<file path="config.mk">
export PLATFORM = sky130hd
export DESIGN_NAME = mem_arbiter_flat
export DESIGN_NICKNAME = d
export VERILOG_FILES = /design/src/rtl/mem_arbiter_pkg.sv /design/src/rtl/mem_arbiter_if.sv /design/src/rtl/mem_arbiter.sv /design/src/flat_wrapper.sv
export SDC_FILE = /design/constraint.sdc
export NUM_CORES = 1
export LEC_CHECK = 0
export ABC_AREA = 1
export CAP_MARGIN = 5
export CORE_ASPECT_RATIO = 0.8
export CORE_MARGIN = 2
export CORE_UTILIZATION = 39
export DETAILED_ROUTE_END_ITERATION = 10
export PLACE_DENSITY = 0.77
export RECOVER_POWER = 100
export SLEW_MARGIN = 30
export SYNTH_ARGS = -nofsm -noshare
export SYNTH_HDL_FRONTEND = slang
export SYNTH_SLANG_ARGS = --single-unit
</file>
<file path="constraint.sdc">
create_clock -name clk -period 1.1 [get_ports clk]
set_input_delay 0.275 -clock clk [delete_from_list [all_inputs] [get_ports clk]]
set_output_delay 0.275 -clock clk [all_outputs]
set_load 0.02 [all_outputs]
</file>
<file path="src/rtl/mem_arbiter_pkg.sv">
// Shared types for the IF/MEM SRAM arbiter: word width, FSM states and grant owner.
package mem_arbiter_pkg;

  localparam int unsigned WORD_W = 16;

  typedef logic [WORD_W-1:0] word_t;

  typedef enum logic [2:0] {
    S_IDLE     = 3'd0,
    S_RD       = 3'd1,
    S_WR_SETUP = 3'd2,
    S_WR_PULSE = 3'd3,
    S_WR_HOLD  = 3'd4,
    S_DONE     = 3'd5
  } state_t;

  typedef enum logic {
    OWNER_IF  = 1'b0,
    OWNER_MEM = 1'b1
  } owner_t;

endpackage

</file>
<file path="src/rtl/mem_arbiter_if.sv">
// Pipeline-side request/ready handshakes plus SRAM pin bundle of the arbiter.
interface mem_arbiter_if;
  import mem_arbiter_pkg::*;

  logic  if_req;
  word_t if_addr;
  word_t if_rdata;
  logic  if_ready;

  logic  mem_req;
  logic  mem_we;
  word_t mem_addr;
  word_t mem_wdata;
  word_t mem_rdata;
  logic  mem_ready;
  logic  hold;

  word_t ram_addr;
  word_t ram_dout;
  logic  ram_dout_en;
  word_t ram_din;
  logic  ram_ce_n;
  logic  ram_oe_n;
  logic  ram_we_n;

  modport slave (
    input  if_req, if_addr, mem_req, mem_we, mem_addr, mem_wdata, ram_din,
    output if_rdata, if_ready, mem_rdata, mem_ready, hold,
           ram_addr, ram_dout, ram_dout_en, ram_ce_n, ram_oe_n, ram_we_n
  );

  modport master (
    output if_req, if_addr, mem_req, mem_we, mem_addr, mem_wdata, ram_din,
    input  if_rdata, if_ready, mem_rdata, mem_ready, hold,
           ram_addr, ram_dout, ram_dout_en, ram_ce_n, ram_oe_n, ram_we_n
  );
endinterface

</file>
<file path="src/rtl/mem_arbiter.sv">
// Single-port SRAM controller shared by fetch and MEM stage; MEM wins arbitration,
// strobes are sequenced by a small FSM and all pin/ready outputs are registered.
module mem_arbiter
  import mem_arbiter_pkg::*;
#(
  parameter int unsigned RD_CYCLES = 1,
  parameter int unsigned WR_CYCLES = 1
) (
  input  logic         clk,
  input  logic         rst,
  mem_arbiter_if.slave bus
);

  localparam int unsigned MAX_CYC = (RD_CYCLES > WR_CYCLES) ? RD_CYCLES : WR_CYCLES;
  localparam int unsigned CNT_W   = (MAX_CYC > 1) ? $clog2(MAX_CYC) : 1;
  localparam logic [CNT_W-1:0] RD_LAST = CNT_W'(RD_CYCLES - 1);
  localparam logic [CNT_W-1:0] WR_LAST = CNT_W'(WR_CYCLES - 1);

  state_t           state, state_nxt;
  owner_t           owner, owner_nxt;
  logic [CNT_W-1:0] cnt, cnt_nxt;
  word_t            addr_nxt, dout_nxt;
  logic             ce_n_nxt, oe_n_nxt, we_n_nxt, dout_en_nxt;
  logic             if_ready_nxt, mem_ready_nxt, capture;

  always_ff @(posedge clk) begin
    if (rst) begin
      state           <= S_IDLE;
      owner           <= OWNER_IF;
      cnt             <= '0;
      bus.ram_addr    <= '0;
      bus.ram_dout    <= '0;
      bus.ram_dout_en <= 1'b0;
      bus.ram_ce_n    <= 1'b1;
      bus.ram_oe_n    <= 1'b1;
      bus.ram_we_n    <= 1'b1;
      bus.if_ready    <= 1'b0;
      bus.mem_ready   <= 1'b0;
      bus.if_rdata    <= '0;
      bus.mem_rdata   <= '0;
    end else begin
      state           <= state_nxt;
      owner           <= owner_nxt;
      cnt             <= cnt_nxt;
      bus.ram_addr    <= addr_nxt;
      bus.ram_dout    <= dout_nxt;
      bus.ram_dout_en <= dout_en_nxt;
      bus.ram_ce_n    <= ce_n_nxt;
      bus.ram_oe_n    <= oe_n_nxt;
      bus.ram_we_n    <= we_n_nxt;
      bus.if_ready    <= if_ready_nxt;
      bus.mem_ready   <= mem_ready_nxt;
      if (capture && owner == OWNER_IF)  bus.if_rdata  <= bus.ram_din;
      if (capture && owner == OWNER_MEM) bus.mem_rdata <= bus.ram_din;
    end
  end

  // Pin levels are decoded for the state being entered, so the registered
  // strobes line up with the state they belong to.
  always_comb begin
    state_nxt     = state;
    owner_nxt     = owner;
    cnt_nxt       = cnt;
    addr_nxt      = bus.ram_addr;
    dout_nxt      = bus.ram_dout;
    ce_n_nxt      = 1'b1;
    oe_n_nxt      = 1'b1;
    we_n_nxt      = 1'b1;
    dout_en_nxt   = 1'b0;
    if_ready_nxt  = 1'b0;
    mem_ready_nxt = 1'b0;
    capture       = 1'b0;
    unique case (state)
      S_IDLE: begin
        if (bus.mem_req) begin
          owner_nxt = OWNER_MEM;
          addr_nxt  = bus.mem_addr;
          dout_nxt  = bus.mem_wdata;
          cnt_nxt   = '0;
          ce_n_nxt  = 1'b0;
          if (bus.mem_we) begin
            state_nxt   = S_WR_SETUP;
            dout_en_nxt = 1'b1;
          end else begin
            state_nxt = S_RD;
            oe_n_nxt  = 1'b0;
          end
        end else if (bus.if_req) begin
          owner_nxt = OWNER_IF;
          addr_nxt  = bus.if_addr;
          cnt_nxt   = '0;
          state_nxt = S_RD;
          ce_n_nxt  = 1'b0;
          oe_n_nxt  = 1'b0;
        end
      end
      S_RD: begin
        if (cnt == RD_LAST) begin
          state_nxt = S_DONE;
          capture   = 1'b1;
          if (owner == OWNER_MEM) mem_ready_nxt = 1'b1;
          else                    if_ready_nxt  = 1'b1;
        end else begin
          cnt_nxt  = cnt + CNT_W'(1);
          ce_n_nxt = 1'b0;
          oe_n_nxt = 1'b0;
        end
      end
      S_WR_SETUP: begin
        state_nxt   = S_WR_PULSE;
        cnt_nxt     = '0;
        ce_n_nxt    = 1'b0;
        we_n_nxt    = 1'b0;
        dout_en_nxt = 1'b1;
      end
      S_WR_PULSE: begin
        ce_n_nxt    = 1'b0;
        dout_en_nxt = 1'b1;
        if (cnt == WR_LAST) begin
          state_nxt = S_WR_HOLD;
        end else begin
          cnt_nxt  = cnt + CNT_W'(1);
          we_n_nxt = 1'b0;
        end
      end
      S_WR_HOLD: begin
        state_nxt     = S_DONE;
        mem_ready_nxt = 1'b1;
      end
      S_DONE:  state_nxt = S_IDLE;
      default: state_nxt = S_IDLE;
    endcase
  end

  assign bus.hold = bus.mem_req & ~bus.mem_ready;

endmodule
</file>
<file path="src/flat_wrapper.sv">
// flat-port wrapper written by rule: the top's interface ports become plain ports
module mem_arbiter_flat import mem_arbiter_pkg::*;
#(
  parameter int unsigned RD_CYCLES = 1,
  parameter int unsigned WR_CYCLES = 1
)
  (clk, rst, bus_if_req, bus_if_addr, bus_mem_req, bus_mem_we, bus_mem_addr, bus_mem_wdata, bus_ram_din, bus_if_rdata, bus_if_ready, bus_mem_rdata, bus_mem_ready, bus_hold, bus_ram_addr, bus_ram_dout, bus_ram_dout_en, bus_ram_ce_n, bus_ram_oe_n, bus_ram_we_n);
  mem_arbiter_if bus_i ();
  input  logic clk;
  input  logic rst;
  input wire logic [$bits(bus_i.if_req)-1:0] bus_if_req;
  input wire logic [$bits(bus_i.if_addr)-1:0] bus_if_addr;
  input wire logic [$bits(bus_i.mem_req)-1:0] bus_mem_req;
  input wire logic [$bits(bus_i.mem_we)-1:0] bus_mem_we;
  input wire logic [$bits(bus_i.mem_addr)-1:0] bus_mem_addr;
  input wire logic [$bits(bus_i.mem_wdata)-1:0] bus_mem_wdata;
  input wire logic [$bits(bus_i.ram_din)-1:0] bus_ram_din;
  output wire logic [$bits(bus_i.if_rdata)-1:0] bus_if_rdata;
  output wire logic [$bits(bus_i.if_ready)-1:0] bus_if_ready;
  output wire logic [$bits(bus_i.mem_rdata)-1:0] bus_mem_rdata;
  output wire logic [$bits(bus_i.mem_ready)-1:0] bus_mem_ready;
  output wire logic [$bits(bus_i.hold)-1:0] bus_hold;
  output wire logic [$bits(bus_i.ram_addr)-1:0] bus_ram_addr;
  output wire logic [$bits(bus_i.ram_dout)-1:0] bus_ram_dout;
  output wire logic [$bits(bus_i.ram_dout_en)-1:0] bus_ram_dout_en;
  output wire logic [$bits(bus_i.ram_ce_n)-1:0] bus_ram_ce_n;
  output wire logic [$bits(bus_i.ram_oe_n)-1:0] bus_ram_oe_n;
  output wire logic [$bits(bus_i.ram_we_n)-1:0] bus_ram_we_n;
  assign bus_i.if_req = bus_if_req;
  assign bus_i.if_addr = bus_if_addr;
  assign bus_i.mem_req = bus_mem_req;
  assign bus_i.mem_we = bus_mem_we;
  assign bus_i.mem_addr = bus_mem_addr;
  assign bus_i.mem_wdata = bus_mem_wdata;
  assign bus_i.ram_din = bus_ram_din;
  assign bus_if_rdata = bus_i.if_rdata;
  assign bus_if_ready = bus_i.if_ready;
  assign bus_mem_rdata = bus_i.mem_rdata;
  assign bus_mem_ready = bus_i.mem_ready;
  assign bus_hold = bus_i.hold;
  assign bus_ram_addr = bus_i.ram_addr;
  assign bus_ram_dout = bus_i.ram_dout;
  assign bus_ram_dout_en = bus_i.ram_dout_en;
  assign bus_ram_ce_n = bus_i.ram_ce_n;
  assign bus_ram_oe_n = bus_i.ram_oe_n;
  assign bus_ram_we_n = bus_i.ram_we_n;
  mem_arbiter #(.RD_CYCLES(RD_CYCLES), .WR_CYCLES(WR_CYCLES)) u_core (.clk(clk), .rst(rst), .bus(bus_i));
endmodule
</file>
==> summary.txt, run 1 <==
Run status
  – Outcome: finished, violations left
  – Failing checks: setup timing

Floorplan
  – Die area: 9290 sq um
  – Num ports: 140
  – Initial Utilization: 0.398
  – Num rows: 30
  – Core area: 8370 sq um
  – Die height: 86.6 microns
  – Die Span X: 107 microns

Placed design
  – Place WS: -758 ps
  – Port Buffers: 139
  – Placed cells: 726
  – DP HPWL: 6.90 mm
  – Routability cong.: 0.859

Timing
  – Slew headroom: 0.774
  – Period utilization: 1.12
  – Final Max Slew Viols: 0
  – Fin worst setup slack: -131 ps
  – Fin. Hold Viols: 0
  – Setup Viol. Count Final: 76
  – Min Tclk post-route: 1230 ps
  – Layout Skew: 14.1 ps
  – RSZ-0062 raised after global routing: true
  – Worst-Margin Slew: 339 ps
  – Hold WS: 468 ps
  – F_max: 813 MHz

Synthesis
  – Synth Net Count: 540
  – Synth Cell Area: 3330 sq um
  – Yosys warnings: 0
  – Synth Instances: 471
  – Sequential share of the synthesized area: 0.445
  – Syn_area_per_cell: 7.07 sq um
  – Post-synthesis cell type count: 24
  – Yosys reg bits: 74

Finish
  – Final-layout fill cell count: 600
  – Core Util, Final: 0.743
  – Diodes inserted: 0
  – Layout Cells excl Fill: 778
  – Area Overhead vs Synth: 86.8%
  – Final layout net count: 731
  – Share of cells above drive strength 1: 0.497
  – Most common cell after layout, fill and taps aside: nand2_1
  – Commonest non-fill, non-tap cells in the layout: nand2_1 (104), buf_6 (78), nor2_1 (68)

Route
  – TritonRoute pass-1 iters: 4
  – Vias per inst: 4.91
  – DR WL/cell: 15.1 microns
  – Starting DRC count in detailed routing: 208
  – Vias: 3822
  – DRC viols: 0
  – Metal3 WL: 890 microns
  – Top Layer Used: met4
  – Metal-1 WL: 5.03 mm
  – Routed wire length: 11.7 mm
  – ANT nets after route: 0
  – Routed wl met2: 5.60 mm

Critical path
  – R2R cell count: 7
  – Crit-path cells: buf_6 -> nand3_4 -> buf_12 -> buf_4 -> inv_4 -> nand2_2 -> a21oi_2
  – Worst EP required: 1370 ps
  – CP Capture Type: register
  – FF-to-FF Start: u_core.state[0]$_SDFFE_PP0P_
  – CP Launch Type: register
  – Critical setup path kind: register to register
  – RR Endpoint: u_core.bus.mem_ready$_SDFF_PP0_
  – Critical Path Max Stage Delay: 390 ps
  – Largest fanout on the critical path: 4
  – Slowest cell on the critical path: dfxtp_4
  – Reg2reg setup slack: -130 ps
  – Critical path data arrival time: 1500 ps

Global route
  – Total GRT Usage: 0.226
  – Vias in the first global route: 3513
  – Global-route wire length before repair: 16.6 mm
  – Total gr overflow: 0
  – Largest net degree at the start of global routing: 35
  – Initial antenna violation count: 0

Clocking
  – CTS HTree Levels: 3
  – CTS Buffer Depth: 2
  – Num CTS Buffers: 9
  – Skew-Pair Late Insertion Delay: 340 ps
  – Clock Tree Root: clkbuf_8
  – CTS tree: yes
  – Clock Sinks: 74
  – Count of hold buffers inserted by post-cts repair: 0
  – Reg clk slew, reported paths: 80 ps

Power
  – Leakage dissipation: 2.85 nW
  – Maximum VDD drop: 0.00150 V
  – Total power: 15.2 mW
  – PD cells: 2440 nW/um^2

Flow run
  – Max Cap Viol: 0

Hold path
  – Tightest Hold Check Type: register to register
  – Hold_sp: u_core.bus.ram_dout[3]$_SDFFE_PP0P_
  – Worst hold stages: 2
  – Hold Path End: u_core.bus.ram_dout[3]$_SDFFE_PP0P_
## worst max-delay path by stage
stage / startpoint / cells past startpoint / slack, ps / to
floorplan: bus_mem_req / 4 / 0.2 / bus_hold
global placement: bus_mem_req / 4 / -760 / bus_hold
detailed placement: bus_mem_req / 4 / -760 / bus_hold
CTS: u_core.bus.mem_ready$_SDFF_PP0_ / 2 / -90 / bus_hold
global route: u_core.state[0]$_SDFFE_PP0P_ / 6 / -180 / u_core.bus.mem_rdata[1]$_SDFFE_PP0P_
finish: u_core.state[0]$_SDFFE_PP0P_ / 7 / -130 / u_core.bus.mem_ready$_SDFF_PP0_
## state kept, by name, indices dropped and copies added (netlist names)
signal and count:
u_core.bus.ram_ce_n 1, u_core.state 3, u_core.bus.mem_ready 1, u_core.bus.ram_oe_n 1, u_core.bus.ram_dout 16, u_core.bus.ram_we_n 1
u_core.bus.ram_dout_en 1, u_core.bus.if_rdata 16, u_core.bus.if_ready 1, u_core.bus.mem_rdata 16, u_core.owner 1, u_core.bus.ram_addr 16
## routing by layer
metal  up-vias  track usage
li1       1876            -
met1      1768        0.286
met2       155        0.368
met3        23       0.0647
met4         0       0.0874
met5         -            0
## logic make-up after synthesis
family	synth area share
AND/OR/NAND/NOR	0.415
AO/OA/AOI/OAI	0.0361
buffers and inverters	0.103
flip-flops	0.445
## cells in the mapped netlist, drive strengths merged
cell type,count,share of area
clkinv,1,0.0011
o21ai,1,0.0015
clkbuf,12,0.014
a21oi,19,0.029
a211oi,1,0.0038
nand2,141,0.16
nor2,107,0.15
o21a,1,0.0023
nor3,1,0.0015
inv,40,0.046
buf,19,0.043
nand3,5,0.014
nand4,49,0.092
dfxtp,74,0.45
## worst max-delay path: cells and delay by family (launching register included)
family,cells,cell delay [ps]
buffers and inverters,4,480
AOI/OAI and AO/OA,1,130
and+or+nand+nor,2,160
DFF,1,390
## report_power, final
group / internal, mW / switching, mW
Sequential: 3.58 / 0.606
Clock: 1.50 / 1.01
Combinational: 4.30 / 4.19
## through the flow
step / cell area, sq um / TNS, ps
final: 6220 / -4800
after CTS: 5700 / -2510
after global routing: 6220 / -8380
after floorplan: 3330 / 0
after global placement: 5000 / -37560
after detailed placement: 5000 / -39630
## final cells by class
class / instances / area [sq um] / share of cell area
Sequential cell: 74 / 1590 / 0.256
Timing Repair Buffer: 210 / 2290 / 0.368
Inverter: 41 / 166 / 0.0268
Clock buffer: 10 / 128 / 0.0205
Multi-Input combinational cell: 326 / 1800 / 0.290
Clock inverter: 5 / 104 / 0.0167
Tap cell: 112 / 140 / 0.0225
## what timing repair did
item | 4_1_cts | 5_1_grt
endpoints found under the setup margin | 141 | 116
gates resized for setup | 499 | 121
gates cloned | 6 | 4
setup buffers | 15 | 18
pin swaps | 31 | 21
Power figures use the tool's default switching activity.
==> inputs of run 2 (changes only) <==
CORE_UTILIZATION = 40   (was 39)
CTS_BUF_LIST = sky130_fd_sc_hd__clkbuf_8   (was default)
PLACE_DENSITY = 0.79   (was 0.77)
==> summary.txt, run 2 (same netlist as run 1, synthesis figures left out) <==
Critical path
  – Worst EP required: 1340 ps (-30 ps)
  – Slowest cell on the critical path: dfxtp_4
  – Reg2reg setup slack: -210 ps (-70 ps)
  – Critical path data arrival time: 1540 ps (+40 ps)
  – Critical Path Max Stage Delay: 390 ps (about the same)
  – Crit. path cell count: 7 (unchanged)
  – CP Capture Type: register
  – Largest fanout on the critical path: 8 (+4)
  – RR Endpoint: u_core.bus.if_rdata[1]$_SDFFE_PP0P_
  – Critical setup path kind: register to register
  – Critical path buffer and inverter count: 3 (-1)
  – R2R cell count: 7 (unchanged)
  – Crit path to: u_core.bus.if_rdata[1]$_SDFFE_PP0P_
  – Crit-path cells: inv_2 -> nor2_4 -> buf_6 -> buf_8 -> nand4_1 -> nand2_1 -> nor2_1
  – Largest delay contributor family on the critical path: simple AND/OR/NAND/NOR gates
  – Critical path origin: u_core.state[0]$_SDFFE_PP0P_
  – CP Launch Type: register
  – FF-to-FF Start: u_core.state[0]$_SDFFE_PP0P_

Route
  – DR WL/cell: 16.1 microns (+6.6%)
  – Vias per inst: 5.06 (+3.1%)
  – DRC viols: 0 (unchanged)
  – Starting DRC count in detailed routing: 271 (+30%)
  – Vias: 3925 (+2.7%)
  – ANT nets after route: 0 (unchanged)
  – Routed wire length: 12.5 mm (+6.2%)
  – TritonRoute pass-1 iters: 7 (+3)

Power
  – Total power: 14.7 mW (-3.1%)
  – PD cells: 2420 nW/um^2 (-0.89%)
  – Maximum VDD drop: 0.00142 V (-5.1%)
  – Leakage dissipation: 2.83 nW (-0.89%)

Clocking
  – Clock Tree Root: clkbuf_8
  – Clock Sinks: 74 (unchanged)
  – Reg clk slew, reported paths: 90 ps (about the same)
  – CTS tree: yes
  – CTS Buffer Depth: 2 (unchanged)
  – CTS HTree Levels: 3 (unchanged)
  – Num CTS Buffers: 9 (unchanged)
  – Skew-Pair Late Insertion Delay: 340 ps (about the same)

Finish
  – Final layout net count: 731 (unchanged)
  – Area Overhead vs Synth: 82.7%
  – Final-layout fill cell count: 553 (-7.8%)
  – Area of the multi-input gates: 1720 sq um (-4.6%)
  – Most common cell after layout, fill and taps aside: nand2_1
  – Design area: 6080 sq um (-2.2%)
  – Commonest non-fill, non-tap cells in the layout: nand2_1 (120), buf_6 (80), nor2_1 (73)
  – FF+latch area: 1580 sq um (-0.71%)
  – Diodes inserted: 0 (unchanged)
  – Share of cells above drive strength 1: 0.456 (-0.0412)

Global route
  – Largest net degree at the start of global routing: 35 (unchanged)
  – Global-route wire length before repair: 17.8 mm (+7.5%)
  – Total gr overflow: 0 (unchanged)
  – Total GRT Usage: 0.247 (+0.0203)
  – Vias in the first global route: 3689 (+5.0%)
  – Initial antenna violation count: 0 (unchanged)

Floorplan
  – Die Span X: 106 microns (-1.2%)
  – Core area: 8020 sq um (-4.2%)
  – Initial Utilization: 0.415 (+0.0174)
  – Num rows: 29 (-3.3%)
  – Die area: 9070 sq um (-2.4%)
  – Die height: 85.6 microns (-1.2%)
  – Num ports: 140 (unchanged)

Timing
  – Final Max Slew Viols: 0 (unchanged)
  – Worst-Margin Slew: 302 ps (-36.9 ps)
  – RSZ-0062 raised after global routing: true
  – Hold WS: 480 ps (+12.3 ps)
  – Min Tclk post-route: 1310 ps (+74.7 ps)
  – Setup Viol. Count Final: 74 (-2.6%)
  – Slew headroom: 0.799 (+0.0246)
  – F_max: 766 MHz (-5.7%)
  – Fin worst setup slack: -205 ps (-74.7 ps)
  – Layout Skew: 12.1 ps (-2.00 ps)
  – Fin. Hold Viols: 0 (unchanged)
  – Period utilization: 1.19 (+0.0679)

Placed design
  – Routability cong.: 0.864 (+0.56%)
  – Area after DPL: 5010 sq um (+0.15%)
  – Port Buffers: 139 (unchanged)
  – DP HPWL: 6.99 mm (+1.3%)

Hold path
  – Tightest Hold Check Type: register to register
  – Hold_sp: u_core.bus.mem_rdata[9]$_SDFFE_PP0P_

Run status
  – Outcome: finished, violations left
  – Failing checks: setup timing

Flow run
  – Max Cap Viol: 0 (unchanged)
==> run 2: worst reg2reg max path, stage by stage (launching register included) <==
cell	delay, ps
dfxtp_4	390
inv_2	50
nor2_4	190
buf_6	130
buf_8	120
nand4_1	130
nand2_1	140
nor2_1	60
==> run 2: power breakdown <==
part           switching, mW  leakage, nW  internal (mW)
clock                   1.04        0.109           1.34
sequential             0.593        0.635           3.58
combinational           4.13         2.08           4.04
==> run 2: worst min-delay path by stage <==
stage	endpoint	slack (ps)	cells after the start
finish	u_core.bus.mem_rdata[9]$_SDFFE_PP0P_	480	2
detailed placement	u_core.bus.ram_dout[9]$_SDFFE_PP0P_	460	2
global placement	u_core.bus.ram_dout[2]$_SDFFE_PP0P_	450	2
global route	u_core.bus.ram_dout[6]$_SDFFE_PP0P_	490	2
CTS	u_core.bus.mem_rdata[2]$_SDFFE_PP0P_	470	2
floorplan	u_core.bus.ram_dout[12]$_SDFFE_PP0P_	440	2
==> run 2: final cells by class <==
type | count | area share
timing repair buffer | 210 | 0.371
clock inverter | 6 | 0.0146
tap | 108 | 0.0222
inverter | 41 | 0.0269
multi-input combinational | 326 | 0.283
clock buffer | 10 | 0.0226
sequential | 74 | 0.260
==> run 2: repair_timing <==
item | CTS | global route
gates cloned | 5 | 5
pin swaps | 21 | 26
setup endpoints to repair | 141 | 138
hold buffers | 0 | 0
gates resized for setup | 471 | 113
buffers inserted | 12 | 19
==> run 2: metal layers <==
layer	vias to the layer above	track usage	share of wire
li1	1869	-	-
met1	1819	0.293	0.42
met2	198	0.432	0.48
met3	39	0.0616	0.074
met4	0	0.0957	0.029
met5	-	0	0
==> run 2: metrics by stage <==
| stage | cells | util | worst slack [ps] | TNS [ps] |
|---|---|---|---|---|
| global placement | 722 | 0.625 | -753 | -38860 |
| detailed placement | 722 | 0.625 | -760 | -40490 |
| global route | 775 | 0.758 | -227 | -9740 |
| finish | 775 | 0.758 | -205 | -5690 |
| CTS | 755 | 0.697 | -96.8 | -2660 |
| floorplan | 471 | - | 0.186 | 0 |
